==> src/rtl/imem_loader.sv <==
// Instruction memory loader: packs a little-endian byte stream into 32-bit words
// and writes them from BASE_ADDR upward, holding the CPU off while loading.
module imem_loader #(
    parameter int               WIDTH     = 32,
    parameter logic [WIDTH-1:0] BASE_ADDR = 32'h0000_0000,
    parameter int               MAX_WORDS = 256,
    parameter int               CNT_WIDTH = 16
) (
    input  logic                 clk,
    input  logic                 rst,
    input  logic                 start,
    input  logic [CNT_WIDTH-1:0] num_words,
    input  logic                 abort,
    input  logic                 in_valid,
    input  logic [7:0]           in_byte,
    output logic                 in_ready,
    output logic                 mem_we,
    output logic [WIDTH-1:0]     mem_addr,
    output logic [31:0]          mem_wdata,
    output logic                 busy,
    output logic                 done,
    output logic                 err,
    output logic                 cpu_hold
);

    typedef enum logic [1:0] {
        IDLE    = 2'd0,
        COLLECT = 2'd1,
        WRITE   = 2'd2,
        DONE    = 2'd3
    } state_t;

    localparam logic [CNT_WIDTH-1:0] MAX_CNT = CNT_WIDTH'(MAX_WORDS);

    state_t               state_r;
    state_t               next_s;
    logic [CNT_WIDTH-1:0] target_r;
    logic [CNT_WIDTH-1:0] word_cnt_r;
    logic [CNT_WIDTH-1:0] word_inc_s;
    logic [CNT_WIDTH-1:0] clamp_s;
    logic                 over_s;
    logic [1:0]           byte_cnt_r;
    logic [WIDTH-1:0]     addr_r;
    logic [23:0]          collect_r;
    logic                 accept_s;
    logic                 in_ready_r;
    logic                 mem_we_r;
    logic [WIDTH-1:0]     mem_addr_r;
    logic [31:0]          mem_wdata_r;
    logic                 busy_r;
    logic                 done_r;
    logic                 err_r;

    // Clamp the requested word count to memory capacity and flag overflow.
    always_comb begin
        clamp_s = num_words;
        over_s  = 1'b0;
        if (num_words > MAX_CNT) begin
            clamp_s = MAX_CNT;
            over_s  = 1'b1;
        end else begin
            clamp_s = num_words;
            over_s  = 1'b0;
        end
    end

    // Handshake qualifier and next word count.
    always_comb begin
        accept_s   = (state_r == COLLECT) && in_valid && !abort;
        word_inc_s = word_cnt_r + {{(CNT_WIDTH-1){1'b0}}, 1'b1};
    end

    // Next-state logic; abort outranks a simultaneous byte handshake.
    always_comb begin
        next_s = state_r;
        case (state_r)
            IDLE, DONE: begin
                if (start) begin
                    next_s = (clamp_s == {CNT_WIDTH{1'b0}}) ? DONE : COLLECT;
                end else begin
                    next_s = state_r;
                end
            end
            COLLECT: begin
                if (abort) begin
                    next_s = IDLE;
                end else if (in_valid && (byte_cnt_r == 2'd3)) begin
                    next_s = WRITE;
                end else begin
                    next_s = COLLECT;
                end
            end
            WRITE: begin
                if (abort) begin
                    next_s = IDLE;
                end else if (word_inc_s == target_r) begin
                    next_s = DONE;
                end else begin
                    next_s = COLLECT;
                end
            end
            default: next_s = IDLE;
        endcase
    end

    // State register and status outputs registered from the next state.
    always_ff @(posedge clk) begin
        if (!rst) begin
            state_r    <= IDLE;
            in_ready_r <= 1'b0;
            mem_we_r   <= 1'b0;
            busy_r     <= 1'b0;
            done_r     <= 1'b0;
        end else begin
            state_r    <= next_s;
            in_ready_r <= (next_s == COLLECT);
            mem_we_r   <= (next_s == WRITE);
            busy_r     <= (next_s == COLLECT) || (next_s == WRITE);
            done_r     <= (next_s == DONE);
        end
    end

    // Datapath: counters, byte packing, write address/data capture.
    always_ff @(posedge clk) begin
        if (!rst) begin
            target_r    <= {CNT_WIDTH{1'b0}};
            word_cnt_r  <= {CNT_WIDTH{1'b0}};
            byte_cnt_r  <= 2'd0;
            addr_r      <= BASE_ADDR;
            collect_r   <= 24'h00_0000;
            mem_addr_r  <= {WIDTH{1'b0}};
            mem_wdata_r <= 32'h0000_0000;
            err_r       <= 1'b0;
        end else begin
            case (state_r)
                IDLE, DONE: begin
                    if (start) begin
                        target_r   <= clamp_s;
                        err_r      <= over_s;
                        addr_r     <= BASE_ADDR;
                        word_cnt_r <= {CNT_WIDTH{1'b0}};
                        byte_cnt_r <= 2'd0;
                    end
                end
                COLLECT: begin
                    if (abort) begin
                        byte_cnt_r <= 2'd0;
                    end else if (accept_s) begin
                        byte_cnt_r <= byte_cnt_r + 2'd1;
                        if (byte_cnt_r == 2'd3) begin
                            mem_wdata_r <= {in_byte, collect_r};
                            mem_addr_r  <= addr_r;
                        end else begin
                            collect_r[8*byte_cnt_r +: 8] <= in_byte;
                        end
                    end
                end
                WRITE: begin
                    addr_r     <= addr_r + WIDTH'(4);
                    word_cnt_r <= word_inc_s;
                    byte_cnt_r <= 2'd0;
                end
                default: begin
                    byte_cnt_r <= 2'd0;
                end
            endcase
        end
    end

    assign in_ready  = in_ready_r;
    assign mem_we    = mem_we_r;
    assign mem_addr  = mem_addr_r;
    assign mem_wdata = mem_wdata_r;
    assign busy      = busy_r;
    assign done      = done_r;
    assign err       = err_r;
    assign cpu_hold  = busy_r;

endmodule

==> config.mk <==
export PLATFORM = sky130hd
export DESIGN_NAME = imem_loader
export DESIGN_NICKNAME = d
export VERILOG_FILES = /design/src/rtl/imem_loader.sv
export SDC_FILE = /design/constraint.sdc
export NUM_CORES = 1
export LEC_CHECK = 0
export BUFFER_PORTS_ARGS = -buffer_cell sky130_fd_sc_hd__buf_2
export CORE_ASPECT_RATIO = 0.8
export CORE_MARGIN = 2
export CORE_UTILIZATION = 25
export CTS_CLUSTER_SIZE = 30
export DETAILED_ROUTE_END_ITERATION = 16
export GPL_TIMING_DRIVEN = 0
export PLACE_DENSITY_LB_ADDON = 0.2
export SLEW_MARGIN = 40
export SYNTH_ARGS = -nofsm -noshare
export SYNTH_HDL_FRONTEND = slang
export SYNTH_SLANG_ARGS = --single-unit
==> constraint.sdc <==
create_clock -name clk -period 5.6 [get_ports clk]
set_input_delay 0.84 -clock clk [delete_from_list [all_inputs] [get_ports clk]]
set_output_delay 0.84 -clock clk [all_outputs]
set_load 0.005 [all_outputs]
Word level (Yosys, flattened, before mapping)
Cells that the tools add are included.

Input port bits: 29. Word-level logic and storage cells: 64. Bits in registers: 161. Output and inout port bits: 70.

Shift operators: 2. Magnitude comparators: 1. Reduce and logical (&&, ||, !) cells: 14. Bitwise gates (word level): 2. $add $sub $neg: 4. Multiplexer cells: 18. Equal/unequal tests: 10.

Operators with widths (number): $pmux W32 S2 (1); $neg A5 Y34 (1); $shift A8 B34 Y24 const A (1); $shiftx A8 B34 Y24 (1); $add A32 B3 Y32 const B (1); $mux W16 (2); $mux W32 (1); $pmux W16 S2 (1); $bwmux W24 (1); $mux W2 (9); $add A16 B1 Y16 const B (1); $eq A16 B16 Y1 (1); $gt A16 B9 Y1 const B (1); $logic_not A16 Y1 (1); $pmux W2 S3 (2); $eq A2 B2 Y1 const B (5); $reduce_and A4 Y1 (2); $reduce_and A2 Y1 (3); $eq A2 B1 Y1 const B (2); $logic_and A1 B1 Y1 (3); $ne A3 B3 Y1 const B (1); $add A2 B1 Y2 const B (1); $logic_not A2 Y1 (1); $ne A2 B2 Y1 const B (1); 6 further kinds (7).

Longest topological paths before layout
Depth in word-level cells: 8. Gate-level depth with buffers: 10.

Least setup slack after synthesis
Ideal clock, no wire load.

Path kind: input to register. From: input num_words[12]. To: register in_ready_r, in the netlist in_ready. Arrival time: 2.431 ns. Setup slack: 3.054 ns. Setup time: 0.115 ns. Cell stages on the path: 7. Path buffers: 0. Cell sequence: or4_1 > nor3_1 > a41oi_1 > mux2_2 > o31a_1 > ha_1 > and2_1.

Cells in the longest elaborated chain, start to end: 7.

Ends and longest elaborated chain: start, declared (RTL line 12) `input logic [CNT_WIDTH-1:0] num_words,`; $gt A16 B9 Y1 (RTL line 58) `if (num_words > MAX_CNT) begin`; $mux W16 * (RTL line 58); $logic_not A16 Y1 * (RTL line 79) `next_s = (clamp_s == {CNT_WIDTH{1'b0}}) ? DONE : COLLECT;`; $mux W2 * (RTL line 79); $mux W2 * (RTL line 78) `if (start) begin`; $pmux W2 S3 * (RTL line 76) `case (state_r)`; $eq A2 B1 Y1 * (RTL line 116) `in_ready_r <= (next_s == COLLECT);`; end signal, assigned (RTL line 116); end, declared (RTL line 46) `logic in_ready_r;`.

Every way passes the cells marked *; elsewhere a longest branch is shown, timed or not. A chain may end at the register's enable or synchronous reset.

Worst setup path after layout
From: register word_cnt_r[0]. To: register busy_r, in the netlist busy.

Cells in the longest elaborated chain, start to end: 7.

Ends and longest elaborated chain: start, declared (RTL line 38) `logic [CNT_WIDTH-1:0] word_cnt_r;`; start signal, assigned (RTL line 127) `word_cnt_r <= {CNT_WIDTH{1'b0}};`; start signal, assigned (RTL line 141) `word_cnt_r <= {CNT_WIDTH{1'b0}};`; start signal, assigned (RTL line 160) `word_cnt_r <= word_inc_s;`; $add A16 B1 Y16 * (RTL line 70) `word_inc_s = word_cnt_r + {{(CNT_WIDTH-1){1'b0}}, 1'b1};`; $eq A16 B16 Y1 * (RTL line 96) `end else if (word_inc_s == target_r) begin`; $mux W2 * (RTL line 96); $mux W2 * (RTL line 94) `if (abort) begin`; $pmux W2 S3 * (RTL line 76); $eq A2 B1 Y1 or $eq A2 B2 Y1 (tied branches) (RTL line 118) `busy_r <= (next_s == COLLECT) || (next_s == WRITE);`; $logic_or A1 B1 Y1 * (RTL line 118); end signal, assigned (RTL line 118); end, declared (RTL line 50) `logic busy_r;`.

Marked as above.

==> impl_results.md <==
- Status: finished clean
- Worst setup SP type: flip-flop
- Fin crit period: 3.01 ns
- Worst IR Drop VDD: 0.204 mV
- Synth Cell Area: 0.00664 mm^2
- GP Congestion: 0.797
- Max-cap viol count: 0
- Cts repair resizes: 0
- Worst Path Max Fanout: 7
- Die X-Extent: ~190 um
- Yosys reg bits: approximately 160
- Grt total ovfl: 0
- Final Slew Violations: 0
- Post-route cell area: 0.00821 mm^2
- Synth area leader: dfxtp_1
- Ys flop type: dfxtp_1
- Max-slew headroom: 0.535
- Final hold vios: 0
- Total Wirelength: 19100 um
- Share of the synthesized area in the top cell type: 0.473
- Fillers: 2800
- DR pass1 iterations: 5
- Crit-path slowest cell: dfxtp_1
- Net Switching: just under 0.6 mW
- NumNets Final: 974
- Syn. warnings: 0
- Tightest Hold Check Type: reg2reg
- Sequential share of the synthesized area: 0.473
- Cell breakdown of the critical path: ha_1 > and3_1 > nand3_1 > xor2_1 > a221oi_1 > o2111ai_1 > o31ai_1 > ha_1 > nor2_1
- F_max: 0.332 GHz
- Final setup fails: 0
- Routed len/inst: between 10 and 15 um
- Area Growth Syn to Fin: 23.5%
- Mapped Cells: approximately 820
- CTS Sinks: 157
- Num CTS Buffers: 17
- Core Area: 0.0262 mm^2
- Die area: between 0.02 and 0.03 mm^2
- Setup TNS Final: 0 ns
- First-pass GRT wire length: 29900 um
- Top-count cell post-synth: nand2_1
- Standard-cell rows: 53
- CP required: 5.96 ns
- Final Core Density: 0.313
- Post-synth top cells: nand2_1 (184), dfxtp_1 (157), a21oi_1 (112)
- Slew @ Worst Pin: 0.697 ns
- Max clock buf depth: 2
- Starting Density: 0.254
- Setup slack after layout: 2.59 ns
- Vias in the first global route: 5395
- CP Data Arrival Time: 3.37 ns
- Layout cells sized above 1: 0.165
- Detailed Place HPWL: 13800 um
- Largest net degree at the start of global routing: 17
- Ports: 99
- Synth area leaders: dfxtp_1 (47%), nand2_1 (10%), a21oi_1 (8.4%)
- GRT Overall Usage: 0.140
- Clk slew on worst S/H paths: around 0.070 ns
- CTS Hold Bufs: 0
- Logic pwr share: 0.036
- Vias per inst: between 4 and 5
- Antenna violations before repair: 0
- Pwr dens: around 290 mW/mm^2
- Iteration-0 DRC Markers: ~380
- Detailed-route DRC error count: 0
- Post-CTS setup buffers: 0
- Vias: 5889
- P_int: 1.82 mW
- Total Power: 2.41 mW
- RSZ-0062 raised after global routing: no
- Number of antenna diodes: 0
- P_leak: between 3 and 4 nW
- Most used cell, CP: ha_1
- Asr flop ratio synth: 0
- Mean post-synth cell area: 8.12 um^2
- PortBufs: 95
- Dpl cell area: ~0.0076 mm^2
- Clock Power Share: 0.497
- CTS tree: done
- Sw Share: 0.245
- Remaining antenna violation count: 0
- Slowest Stage Delay on Critical Path: 0.43 ns
- Chip Height: about 150 um
- Worst setup EP type: flip-flop
- CTS Root Cell: clkbuf_16
- Period utilization: 0.538
- Post-place setup slack: 2.47 ns
- Worst Skew: ~0.026 ns
- Critical path class: reg2reg
- Skew-Pair Late Insertion Delay: 0.44 ns
- H-tree Lvls: 4
- Seq pwr share: 0.467
- Count of cell types in the netlist: 55
- Post-synth EDFFs: 0
## worst max-delay path: cells and delay by family, from the launching register on
kind | cells | cell delay [ns]
DFF | 1 | 0.43
xor gates and xnor gates | 1 | 0.19
AOI/OAI and AO/OA | 3 | 1.05
and+or+nand+nor | 3 | 0.60
adders and majority gates | 2 | 0.66
## routing by layer
metal  part of all wire  global-route usage  vias up
li1                   -                   -     3011
met2               0.41               0.199      127
met3              0.045              0.0355       15
met5                  0                   0        -
met4              0.011              0.0398        0
met1               0.54               0.207     2736
## registers in the layout, indices dropped and copies added (netlist names)
register,cells
word_cnt_r,16
state_r,2
collect_r,24
mem_wdata,32
mem_addr,30
byte_cnt_r,2
done,1
in_ready,1
err,1
target_r,16
addr_r,30
busy,1
mem_we,1
## cell type report
| type | count | area (um^2) | area share |
|---|---|---|---|
| tap | 357 | 447 | 0.0544 |
| multi-input combinational | 601 | 3280 | 0.399 |
| timing repair buffer | 95 | 475 | 0.0579 |
| sequential | 157 | 3140 | 0.383 |
| clock inverter | 15 | 181 | 0.0221 |
| inverter | 10 | 37.5 | 0.00457 |
| clock buffer | 17 | 425 | 0.0518 |
| buffer | 51 | 219 | 0.0267 |
## power by group through the flow
stage,logic (mW),registers [mW],clock network (mW)
6_report,0.0877,1.12,1.20
5_1_grt,0.0981,1.12,1.27
4_1_cts,0.0887,1.12,1.23
3_5_place_dp,0.0887,1.15,0
3_3_place_gp,0.0878,1.15,0
2_1_floorplan,0.0447,1.15,0
## final timing paths
kind                               startpoint            end  slack, ns  depth (start not counted)
worst min-delay path            mem_wdata[10]  mem_wdata[10]       0.45                          2
worst max-delay path            word_cnt_r[0]           busy       2.59                          9
worst min register to register  mem_wdata[10]  mem_wdata[10]       0.45                          2
worst max register to register  word_cnt_r[0]           busy       2.59                          9
## metrics by stage
stage / std cells / hold slack (ns)
floorplan: 819 / 0.432
global placement: 1271 / 0.440
detailed placement: 1271 / 0.444
CTS: 1303 / 0.454
global route: 1303 / 0.466
finish: 1303 / 0.450
## cells in the final DEF, fill, tap and decap left out, types with 4 or more instances in the layout
cell type | Yosys | final
nand2_1 | 184 | 184
dfxtp_1 | 157 | 157
a21oi_1 | 112 | 112
buf_2 | 7 | 102
nor2_1 | 63 | 63
nand3_1 | 43 | 43
clkbuf_1 | 37 | 37
xor2_1 | 26 | 26
xnor2_1 | 19 | 19
clkbuf_16 | 0 | 17
o21ai_0 | 16 | 16
nor3_1 | 14 | 14
and3_1 | 14 | 14
and2_1 | 12 | 12
ha_1 | 12 | 12
nand4_1 | 11 | 11
a22oi_1 | 11 | 11
inv_1 | 9 | 9
nand2b_1 | 7 | 7
buf_4 | 5 | 5
inv_6 | 0 | 5
o31ai_1 | 4 | 4
nor3b_1 | 7 | 4
nor4_1 | 4 | 4
## logic make-up after synthesis
group | after synthesis | synth area share
and+or+nand+nor | 379 | 0.265
AOI/OAI and AO/OA | 160 | 0.136
DFF | 157 | 0.473
buffers and inverters | 61 | 0.0386
xor gates and xnor gates | 45 | 0.0593
adders and majority gates | 12 | 0.0226
muxes | 3 | 0.00490
other | 1 | 0.000565
(Power assumes the default switching activity.)
